$ cat src/rtl/bambu_slave_port_master.sv
// -----------------------------------------------------------------------------
// bambu_slave_port_master
//
// Burst initiator for one channel of a Bambu-generated accelerator's slave
// memory port. A host-side loader hands over burst commands; the block then
// walks the accelerator's slave port one beat at a time. Write bursts preload
// the accelerator's internal memories from the wr_* stream; read bursts drain
// results onto the rd_* stream. The accelerator's own memory responder is
// used unchanged, so the accelerator can run without a simulation harness.
//
// Ports
//   clock, reset        rising-edge clock; asynchronous active-low reset
//   cmd_valid/cmd_ready command handshake
//   cmd_we              1 = write burst, 0 = read burst
//   cmd_addr            byte address of the first beat
//   cmd_len             number of beats (0 = empty command, done only)
//   wr_valid/wr_ready   write-data handshake, one beat per transfer
//   wr_data             write beat
//   rd_valid/rd_data    read beat, one-cycle valid, no backpressure
//   busy                a command is in progress
//   done                one-cycle pulse at the end of each command
//   error               one-cycle pulse together with done when a beat timed out
//   S_oe_ram, S_we_ram  read / write strobes towards the accelerator
//   S_addr_ram          beat address
//   S_Wdata_ram         write beat towards the accelerator
//   S_data_ram_size     beat size in bits, 0 while no strobe is up
//   Sout_Rdata_ram      read beat from the accelerator
//   Sout_DataRdy        accelerator completes the current beat
// -----------------------------------------------------------------------------
module bambu_slave_port_master #(
   parameter int ADDR_W  = 11,
   parameter int DATA_W  = 8,
   parameter int SIZE_W  = 4,
   parameter int LEN_W   = 16,
   parameter int TIMEOUT = 1024
) (
   input  logic              clock,
   input  logic              reset,
   input  logic              cmd_valid,
   output logic              cmd_ready,
   input  logic              cmd_we,
   input  logic [ADDR_W-1:0] cmd_addr,
   input  logic [LEN_W-1:0]  cmd_len,
   input  logic              wr_valid,
   output logic              wr_ready,
   input  logic [DATA_W-1:0] wr_data,
   output logic              rd_valid,
   output logic [DATA_W-1:0] rd_data,
   output logic              busy,
   output logic              done,
   output logic              error,
   output logic              S_oe_ram,
   output logic              S_we_ram,
   output logic [ADDR_W-1:0] S_addr_ram,
   output logic [DATA_W-1:0] S_Wdata_ram,
   output logic [SIZE_W-1:0] S_data_ram_size,
   input  logic [DATA_W-1:0] Sout_Rdata_ram,
   input  logic              Sout_DataRdy
);

   localparam int TMO_W = (TIMEOUT > 1) ? $clog2(TIMEOUT) : 1;

   localparam logic [ADDR_W-1:0] ADDR_STEP = ADDR_W'(DATA_W / 8);
   localparam logic [LEN_W-1:0]  LEN_ONE   = LEN_W'(1);
   localparam logic [LEN_W-1:0]  LEN_ZERO  = LEN_W'(0);
   localparam logic [TMO_W-1:0]  TMO_ONE   = TMO_W'(1);
   localparam logic [TMO_W-1:0]  TMO_ZERO  = TMO_W'(0);
   localparam logic [TMO_W-1:0]  TMO_LAST  = TMO_W'(TIMEOUT - 1);
   localparam logic [SIZE_W-1:0] BEAT_SIZE = SIZE_W'(DATA_W);

   typedef enum logic [1:0] {
      ST_IDLE  = 2'd0,
      ST_WDATA = 2'd1,
      ST_REQ   = 2'd2,
      ST_FIN   = 2'd3
   } state_t;

   state_t              state_r;
   state_t              state_s;
   logic                we_r;
   logic [ADDR_W-1:0]   addr_r;
   logic [LEN_W-1:0]    cnt_r;
   logic [DATA_W-1:0]   wdat_r;
   logic [TMO_W-1:0]    tmo_r;
   logic                err_r;
   logic                rd_valid_r;
   logic [DATA_W-1:0]   rd_data_r;

   // State register; reset discards any burst in flight without a done pulse
   always_ff @(posedge clock or negedge reset) begin
      if (!reset) begin
         state_r <= ST_IDLE;
      end else begin
         state_r <= state_s;
      end
   end

   // Next-state decode
   always_comb begin
      state_s = state_r;
      case (state_r)
         ST_IDLE: begin
            if (cmd_valid) begin
               if (cmd_len == LEN_ZERO) begin
                  state_s = ST_FIN;
               end else if (cmd_we) begin
                  state_s = ST_WDATA;
               end else begin
                  state_s = ST_REQ;
               end
            end else begin
               state_s = ST_IDLE;
            end
         end
         ST_WDATA: begin
            if (wr_valid) begin
               state_s = ST_REQ;
            end else begin
               state_s = ST_WDATA;
            end
         end
         ST_REQ: begin
            // A ready in the last allowed cycle still completes the beat
            if (Sout_DataRdy) begin
               if (cnt_r == LEN_ONE) begin
                  state_s = ST_FIN;
               end else if (we_r) begin
                  state_s = ST_WDATA;
               end else begin
                  state_s = ST_REQ;
               end
            end else if (tmo_r == TMO_LAST) begin
               state_s = ST_FIN;
            end else begin
               state_s = ST_REQ;
            end
         end
         ST_FIN: begin
            state_s = ST_IDLE;
         end
         default: begin
            state_s = ST_IDLE;
         end
      endcase
   end

   // Burst bookkeeping: command latch, beat address/count, wait timer, read capture
   always_ff @(posedge clock or negedge reset) begin
      if (!reset) begin
         we_r       <= 1'b0;
         addr_r     <= '0;
         cnt_r      <= '0;
         wdat_r     <= '0;
         tmo_r      <= '0;
         err_r      <= 1'b0;
         rd_valid_r <= 1'b0;
         rd_data_r  <= '0;
      end else begin
         rd_valid_r <= 1'b0;
         case (state_r)
            ST_IDLE: begin
               tmo_r <= TMO_ZERO;
               err_r <= 1'b0;
               if (cmd_valid) begin
                  we_r   <= cmd_we;
                  addr_r <= cmd_addr;
                  cnt_r  <= cmd_len;
               end
            end
            ST_WDATA: begin
               tmo_r <= TMO_ZERO;
               if (wr_valid) begin
                  wdat_r <= wr_data;
               end
            end
            ST_REQ: begin
               if (Sout_DataRdy) begin
                  // Address wraps naturally at the channel width
                  addr_r <= addr_r + ADDR_STEP;
                  cnt_r  <= cnt_r - LEN_ONE;
                  tmo_r  <= TMO_ZERO;
                  if (!we_r) begin
                     rd_data_r  <= Sout_Rdata_ram;
                     rd_valid_r <= 1'b1;
                  end
               end else if (tmo_r == TMO_LAST) begin
                  // Remaining beats are abandoned; flag is shown in FIN
                  tmo_r <= TMO_ZERO;
                  err_r <= 1'b1;
               end else begin
                  tmo_r <= tmo_r + TMO_ONE;
               end
            end
            ST_FIN: begin
               tmo_r <= TMO_ZERO;
               err_r <= 1'b0;
            end
            default: begin
               tmo_r <= TMO_ZERO;
               err_r <= 1'b0;
            end
         endcase
      end
   end

   // Output decode from registered state only, so strobes are glitch-free and
   // stay stable for the whole beat; cmd_ready is additionally held low while
   // reset is asserted
   always_comb begin
      cmd_ready       = 1'b0;
      wr_ready        = 1'b0;
      busy            = 1'b1;
      done            = 1'b0;
      error           = 1'b0;
      S_oe_ram        = 1'b0;
      S_we_ram        = 1'b0;
      S_addr_ram      = '0;
      S_Wdata_ram     = '0;
      S_data_ram_size = '0;
      case (state_r)
         ST_IDLE: begin
            cmd_ready = reset;
            busy      = 1'b0;
         end
         ST_WDATA: begin
            wr_ready = 1'b1;
         end
         ST_REQ: begin
            S_oe_ram        = ~we_r;
            S_we_ram        = we_r;
            S_addr_ram      = addr_r;
            S_Wdata_ram     = wdat_r;
            S_data_ram_size = BEAT_SIZE;
         end
         ST_FIN: begin
            done  = 1'b1;
            error = err_r;
         end
         default: begin
            busy = 1'b1;
         end
      endcase
   end

   assign rd_valid = rd_valid_r;
   assign rd_data  = rd_data_r;

endmodule

$ cat config.mk
export PLATFORM = sky130hd
export DESIGN_NAME = bambu_slave_port_master
export DESIGN_NICKNAME = d
export VERILOG_FILES = /design/src/rtl/bambu_slave_port_master.sv
export SDC_FILE = /design/constraint.sdc
export NUM_CORES = 1
export LEC_CHECK = 0
export ABC_CLOCK_PERIOD_IN_PS = 4400
export CAP_MARGIN = 20
export CORE_MARGIN = 2
export CORE_UTILIZATION = 53
export DETAILED_ROUTE_END_ITERATION = 8
export GPL_TIMING_DRIVEN = 0
export PLACE_DENSITY = 0.91
export SYNTH_ARGS = -nofsm -noshare
export SYNTH_HDL_FRONTEND = slang
export SYNTH_SLANG_ARGS = --single-unit
$ cat constraint.sdc
create_clock -name clock -period 4.4 [get_ports clock]
set_input_delay 0.44 -clock clock [delete_from_list [all_inputs] [get_ports clock]]
set_output_delay 0.44 -clock clock [all_outputs]
set_load 0.02 [all_outputs]
==> results.py <==
metrics = {
    "floorplanning": {
        "design.die.area_um2": 6960,
        "rows": 28,
        "start_util_pct": 55.5,
        "die_w_um": 83.4,
        "coreArea_um2": 6030,
        "io_pins": 88,
        "die_y_um": 83.4,
    },
    "global_routing": {
        "first_global_vias": 3253,
        "grt_antenna_before_repair": 0,
        "track_usage_pct": 28.1,
        "grt_start_max_net_pins": 33,
        "grt_pass1_wl_um": 15700,
        "globalRouteOverflowTotal": 0,
    },
    "finish": {
        "final_layout_size_suffix_gt1_share_pct": 11.5,
        "antennaDiodeCount": 0,
        "final_area_um2": 4460,
        "final_common_cell": "clkdlybuf4s50_1",
        "final_nets": 503,
        "layout_common_cells": "82 x clkdlybuf4s50_1, 58 x dfrtp_1, 22 x o21ai_0",
        "syn2layout_area_growth_pct": 33.4,
    },
    "sta": {
        "relSlewSlack_pct": 58.0,
        "fin_crit_sh_pct": 78.0,
        "whs_ps": 97.6,
        "period_minus_slack_ps": 3430,
        "fin_tns_setup_ps": 0,
        "worst_slack_ps": 969,
        "fmax_mhz": 291,
        "tightest_slew_ps": 630,
        "finalSetupViolCount": 0,
        "rsz0062_at_grt": "no",
        "finalHoldViolCount": 0,
        "skew_ps": 10.1,
        "final_max_slew_viol_count": 0,
    },
    "critical_path": {
        "reg2reg_slack_ps": 1780,
        "slowest_delay_ps": 600,
        "crit_type": "flop to output port",
        "crit_arrival_ps": 2990,
        "endpoint_kind": "output port",
        "cpMostUsedCell": "clkbuf_1",
        "timing.rr.start": "state_r[0]",
        "cp.required_ps": 3960,
        "r2r_cells": 8,
        "startpoint": "state_r[0]",
        "cp_max_fo": 10,
        "worstReg2RegEnd": "cnt_r[9]",
        "startpoint_type": "flop",
        "endpoint": "S_addr_ram[10]",
        "path_cells": "inv_1 -> ha_1 -> clkbuf_1 -> clkbuf_1 -> and2_1 -> clkdlybuf4s50_1",
        "critical-path-slowest-cell": "clkdlybuf4s50_1",
    },
    "clock_tree": {
        "htree_levels": 3,
        "cts.sinks": 58,
        "clockBufferDepth": 2,
        "cts_tree": "built",
        "worstSkewPairLatency_ps": 350,
        "clk_root_buffer_cell": "clkbuf_8",
        "ctsHoldBuffers": 0,
        "cts_resized": 0,
        "clk_pin_slew_worst_paths_ps": 80,
        "post_cts_buffers": 0,
        "cts_buffers": 9,
    },
    "detailed_routing": {
        "drt_pass1_iterations": 5,
        "num_vias": 3249,
        "finalWirelength_um": 9370,
        "drtIter0Drc": 267,
        "ant_nets": 0,
        "wl_per_cell_um": 17.8,
        "viasPerCell": 6.18,
        "drc": 0,
    },
    "worst_hold_path": {
        "hold_path.class": "input port to asynchronous set/reset pin",
    },
    "synthesis": {
        "syn_area_um2": 3340,
        "synth_enable_flop_cells": 0,
        "ys_ff_latch": 58,
        "synth_cell_types": 50,
        "synth_area_leader_cell": "dfrtp_1",
        "syn-instance-count": 349,
        "avgSynthCellArea_um2": 9.58,
        "yosysWarningCount": 0,
        "synthFlopType": "dfrtp_1",
        "ys_async_sr_fraction_pct": 100,
        "synth_area_leaders": "dfrtp_1 43%, mux2_2 6.1%, and2_1 3.9%, a22oi_1 3.4%, o21ai_0 3.3%",
        "ys_seq_area_share_pct": 43.4,
        "synth_top_area_share_pct": 43.4,
    },
    "placement": {
        "port_buffers": 83,
        "place_congestion": 0.920,
        "postPlaceCellArea_um2": 4290,
        "post-place-ws_ps": 1390,
        "dp_hpwl_um": 6670,
    },
    "flow_run": {
        "maxCapViolCount": 0,
    },
    "power": {
        "leakage_nw": 1.77,
        "power.density_nw_per_um2": 706,
        "irDropWorstVdd_uv": 477,
    },
    "status": {
        "outcome": "finished, final reports clean",
    },
}
-- flip-flops by register name (all words and copies together), names as in the netlist --
register,flops
addr_r,11
cnt_r,16
err_r,1
rd_data,8
rd_valid,1
state_r,2
tmo_r,10
wdat_r,8
we_r,1
-- cells in the mapped netlist, types with 6 or more instances --
| cell | count |
|---|---|
| mux2_2 | 18 |
| and2_1 | 21 |
| a22oi_1 | 15 |
| o21ai_0 | 22 |
| nor2_1 | 17 |
| or3_1 | 7 |
| inv_1 | 9 |
| nand2_1 | 19 |
| dfrtp_1 | 58 |
| clkbuf_1 | 16 |
| nor4_1 | 16 |
| mux2i_1 | 9 |
| or4_1 | 6 |
| nor3_1 | 13 |
| a21oi_1 | 9 |
| nand3_1 | 11 |
| ha_1 | 8 |
-- kinds of logic after synthesis --
| logic type | after synthesis | share of synthesized area, % |
|---|---|---|
| compound gates | 73 | 14.3 |
| xor+xnor | 8 | 2.09 |
| fa+ha+maj | 8 | 2.99 |
| buf+inv | 31 | 4.08 |
| flops | 58 | 43.4 |
| mux | 27 | 8.75 |
| other cells | 1 | 0.112 |
| simple gates | 143 | 24.3 |
-- worst min-delay path by stage --
stage,startpoint,end,slack (ps),depth (start not counted)
3_5_place_dp,tmo_r[0],tmo_r[0],480,1
6_report,reset,cnt_r[8],100,1
5_1_grt,reset,cnt_r[8],140,1
4_1_cts,reset,cnt_r[8],100,1
3_3_place_gp,tmo_r[0],tmo_r[0],470,1
2_1_floorplan,reset,addr_r[0],140,0
-- worst max-delay path: cells and delay by family (launching register included) --
family | cells | cell delay, ps
adder cells (fa/ha/maj) | 1 | 390
flip-flops | 1 | 410
buffers and inverters | 4 | 1610
AND/OR/NAND/NOR | 1 | 230
-- stage by stage --
| step | std cells | utilization, % | power (W) |
|---|---|---|---|
| final | 526 | 74.0 | 0.00315 |
| after global routing | 526 | 74.0 | 0.00337 |
| after CTS | 526 | 74.0 | 0.00313 |
| after detailed placement | 510 | 71.2 | 0.00268 |
| after global placement | 509 | 71.0 | 0.00260 |
| after floorplan | 351 | - | 0.00203 |
-- report_power, final --
group | switching, W | internal [W]
Combinational | 0.000951 | 0.000774
Clock | 0.000234 | 0.000201
Sequential | 0.000223 | 0.000768
Total | 0.00141 | 0.00174
-- per-layer routing --
layer  part of all wire, %  global-route usage (%)  wire length [um]
met1                    38                    33.7              3560
met2                    50                    48.4              4710
met3                   9.6                    8.25               896
met4                   2.2                    9.68               207
met5                     0                       0                 0
-- cell type report --
cell class              instances  area, um2
multi-input cells             262       1760
clock buffers                   9        124
clock inverters                 7       46.3
repair buffers                 84        846
well taps                      75       93.8
flip-flops and latches         58       1450
plain buffers                  21       98.8
fillers                       449       1560
inverters                      10       37.5
(Power assumes the default switching activity.)
==> patch: new RTL, same flow settings <==
Encoding of `state_t`: now Gray code (2 bits for 4 states).
--- a/src/rtl/bambu_slave_port_master.sv
+++ b/src/rtl/bambu_slave_port_master.sv
@@ -71,6 +71,6 @@
    typedef enum logic [1:0] {
-      ST_IDLE  = 2'd0,
-      ST_WDATA = 2'd1,
-      ST_REQ   = 2'd2,
-      ST_FIN   = 2'd3
+      ST_IDLE  = 2'b00,
+      ST_WDATA = 2'b01,
+      ST_REQ   = 2'b11,
+      ST_FIN   = 2'b10
    } state_t;
Behaviour: same outputs for any inputs over 10 cycles, from zero or initial values and one cycle with reset low; not proved beyond that.
==> patch against the unedited design <==
Maximum frequency is 16% higher. Largest cell class unchanged. Routed wire length is 0.37% higher. Combinational power is 11% lower. Highest routed layer unchanged. Clock skew is 0.0057 ns higher. Die area is 2.5% lower. Largest power group unchanged. Synthesized area is 2.6% lower. Sequential power is 3.5% lower. Sequential cell count stayed put. Total power is 5.0% lower. Design area is 1.3% lower. Worst setup slack better by 0.48 ns. Critical path depth is 1 higher.
==> patch: results (changes against the unedited design) <==
Status: completed (unchanged)
Commonest cells post-synth: dfrtp_1, nand2_1, nor2_1 (was dfrtp_1, o21ai_0, and2_1)
Non-CTS buffers: 109 (was 105)
Post-synthesis mux area share: 5.84% (was 8.75%)
Slew @ Worst Pin: 0.820 ns (was 0.630 ns)
Nets: 506 (was 503)
Clk tree area frac: 4.49% (was 3.81%)
FILL cells: 421 (was 449)
Vias per Instance: 6.05 (was 6.18)
Multi-input gate area: 1610 um2 (was 1760 um2)
Proportion of layout cells with a drive suffix above 1: 11.4% (was 11.5%)
P_sw: 1.26 mW (was 1.41 mW)
Seq/Total Area, Yosys: 44.6% (was 43.4%)
EDFF count, synth: 0 (unchanged)
PortBufs: 83 (unchanged)
First-pass GRT wire length: 15000 um (was 15700 um)
Slowest-stage cell, CP: clkdlybuf4s50_1 (unchanged)
Peak supply drop: 0.417 mV (was 0.477 mV)
Vias in the first global route: 3169 (was 3253)
Pin count of the biggest net entering global routing: 43 (was 33)
Non-Clock Buffer Area Fraction: 22.3% (was 21.2%)
Skew final: 0.0159 ns (was 0.0101 ns)
Top post-synthesis cells by area: dfrtp_1, mux2_2, a21oi_1, nand2_1, and3_1 (was dfrtp_1, mux2_2, and2_1, a22oi_1, o21ai_0)
Adder-Cell Fraction of Synth Area: 1.54% (was 2.99%)
Average routed wire per standard cell: 17.6 um (was 17.8 um)
Skew-Pair Late Insertion Delay: 0.34 ns
GPL Wtd Cong: 0.933 (was 0.920)
Initial DRC count: 287 (was 267)
GRT Util Overall: 29.2% (was 28.1%)
Leak: 1.86 nW (was 1.77 nW)
Diodes inserted: 0 (unchanged)
Multi-input comb cells: 258 (was 262)
Xor and xnor area share after synthesis: 1.88% (was 2.10%)
Clkbuf count: 14 (was 9)
Post-synthesis compound-gate area fraction: 17.1% (was 14.3%)
Seq/total area: 33.0% (was 32.5%)
Clk root buf: clkbuf_8 (unchanged)
Clk slew on worst S/H paths: 0.07 ns
Inverters: 17 (was 10)
Post-synth cell types: 54 (was 50)
Pre-CTS setup slack: 1.84 ns (was 1.39 ns)
Post-DP HPWL: 6800 um (was 6670 um)
==> patch: cell count changes in the layout (fill, tap and decap cells not counted), sizes merged, moves of 11 or more <==
cell	delta
a21oi	+20
a22oi	-12
and2	-19
and3	+14
buf	+11
nand2	+12
nor2	+12
==> patch: per-layer routing <==
layer / up-vias / part of all wire (%) / track usage (%)
li1: 1487 / - / -
met1: 1545 / 41 / 37.2
met5: - / 0 / 0
met4: 0 / 2.3 / 12.0
met3: 24 / 8.4 / 6.63
met2: 167 / 49 / 47.8
==> patch: power by group through the flow <==
stage	Clock, mW	Sequential (mW)	Combinational (mW)
final	0.504	0.956	1.53
after global routing	0.530	0.981	1.66
after CTS	0.507	0.951	1.53
after detailed placement	0	0.956	1.51
after global placement	0	0.939	1.47
after floorplan	0	0.951	0.893
==> patch: metrics by stage <==
step,instance area [um2],std cells,hold WS (ns)
6_report,4400,533,0.0333
3_5_place_dp,4200,517,0.408
3_3_place_gp,4190,516,0.472
4_1_cts,4400,533,0.0416
2_1_floorplan,3260,358,0.144
5_1_grt,4400,533,0.0585
==> patch: kinds of logic after synthesis <==
logic type      Yosys count
compound gates           86
fa+ha+maj                 4
mux                      17
xor+xnor                  7
other cells               1
simple gates            141
buf+inv                  42
flops                    58
==> patch: worst paths after layout <==
kind                                       to        from  slack [ns]  cells after the start
worst max-delay path            S_addr_ram[4]  state_r[0]        1.45                      7
worst min-delay path                 cnt_r[2]       reset        0.03                      1
worst max register to register       cnt_r[8]    cnt_r[1]        2.14                      6
worst min register to register          err_r       err_r        0.49                      1
max in group asynchronous           addr_r[1]       reset        3.79                      2
min in group clock                      err_r       err_r        0.49                      1
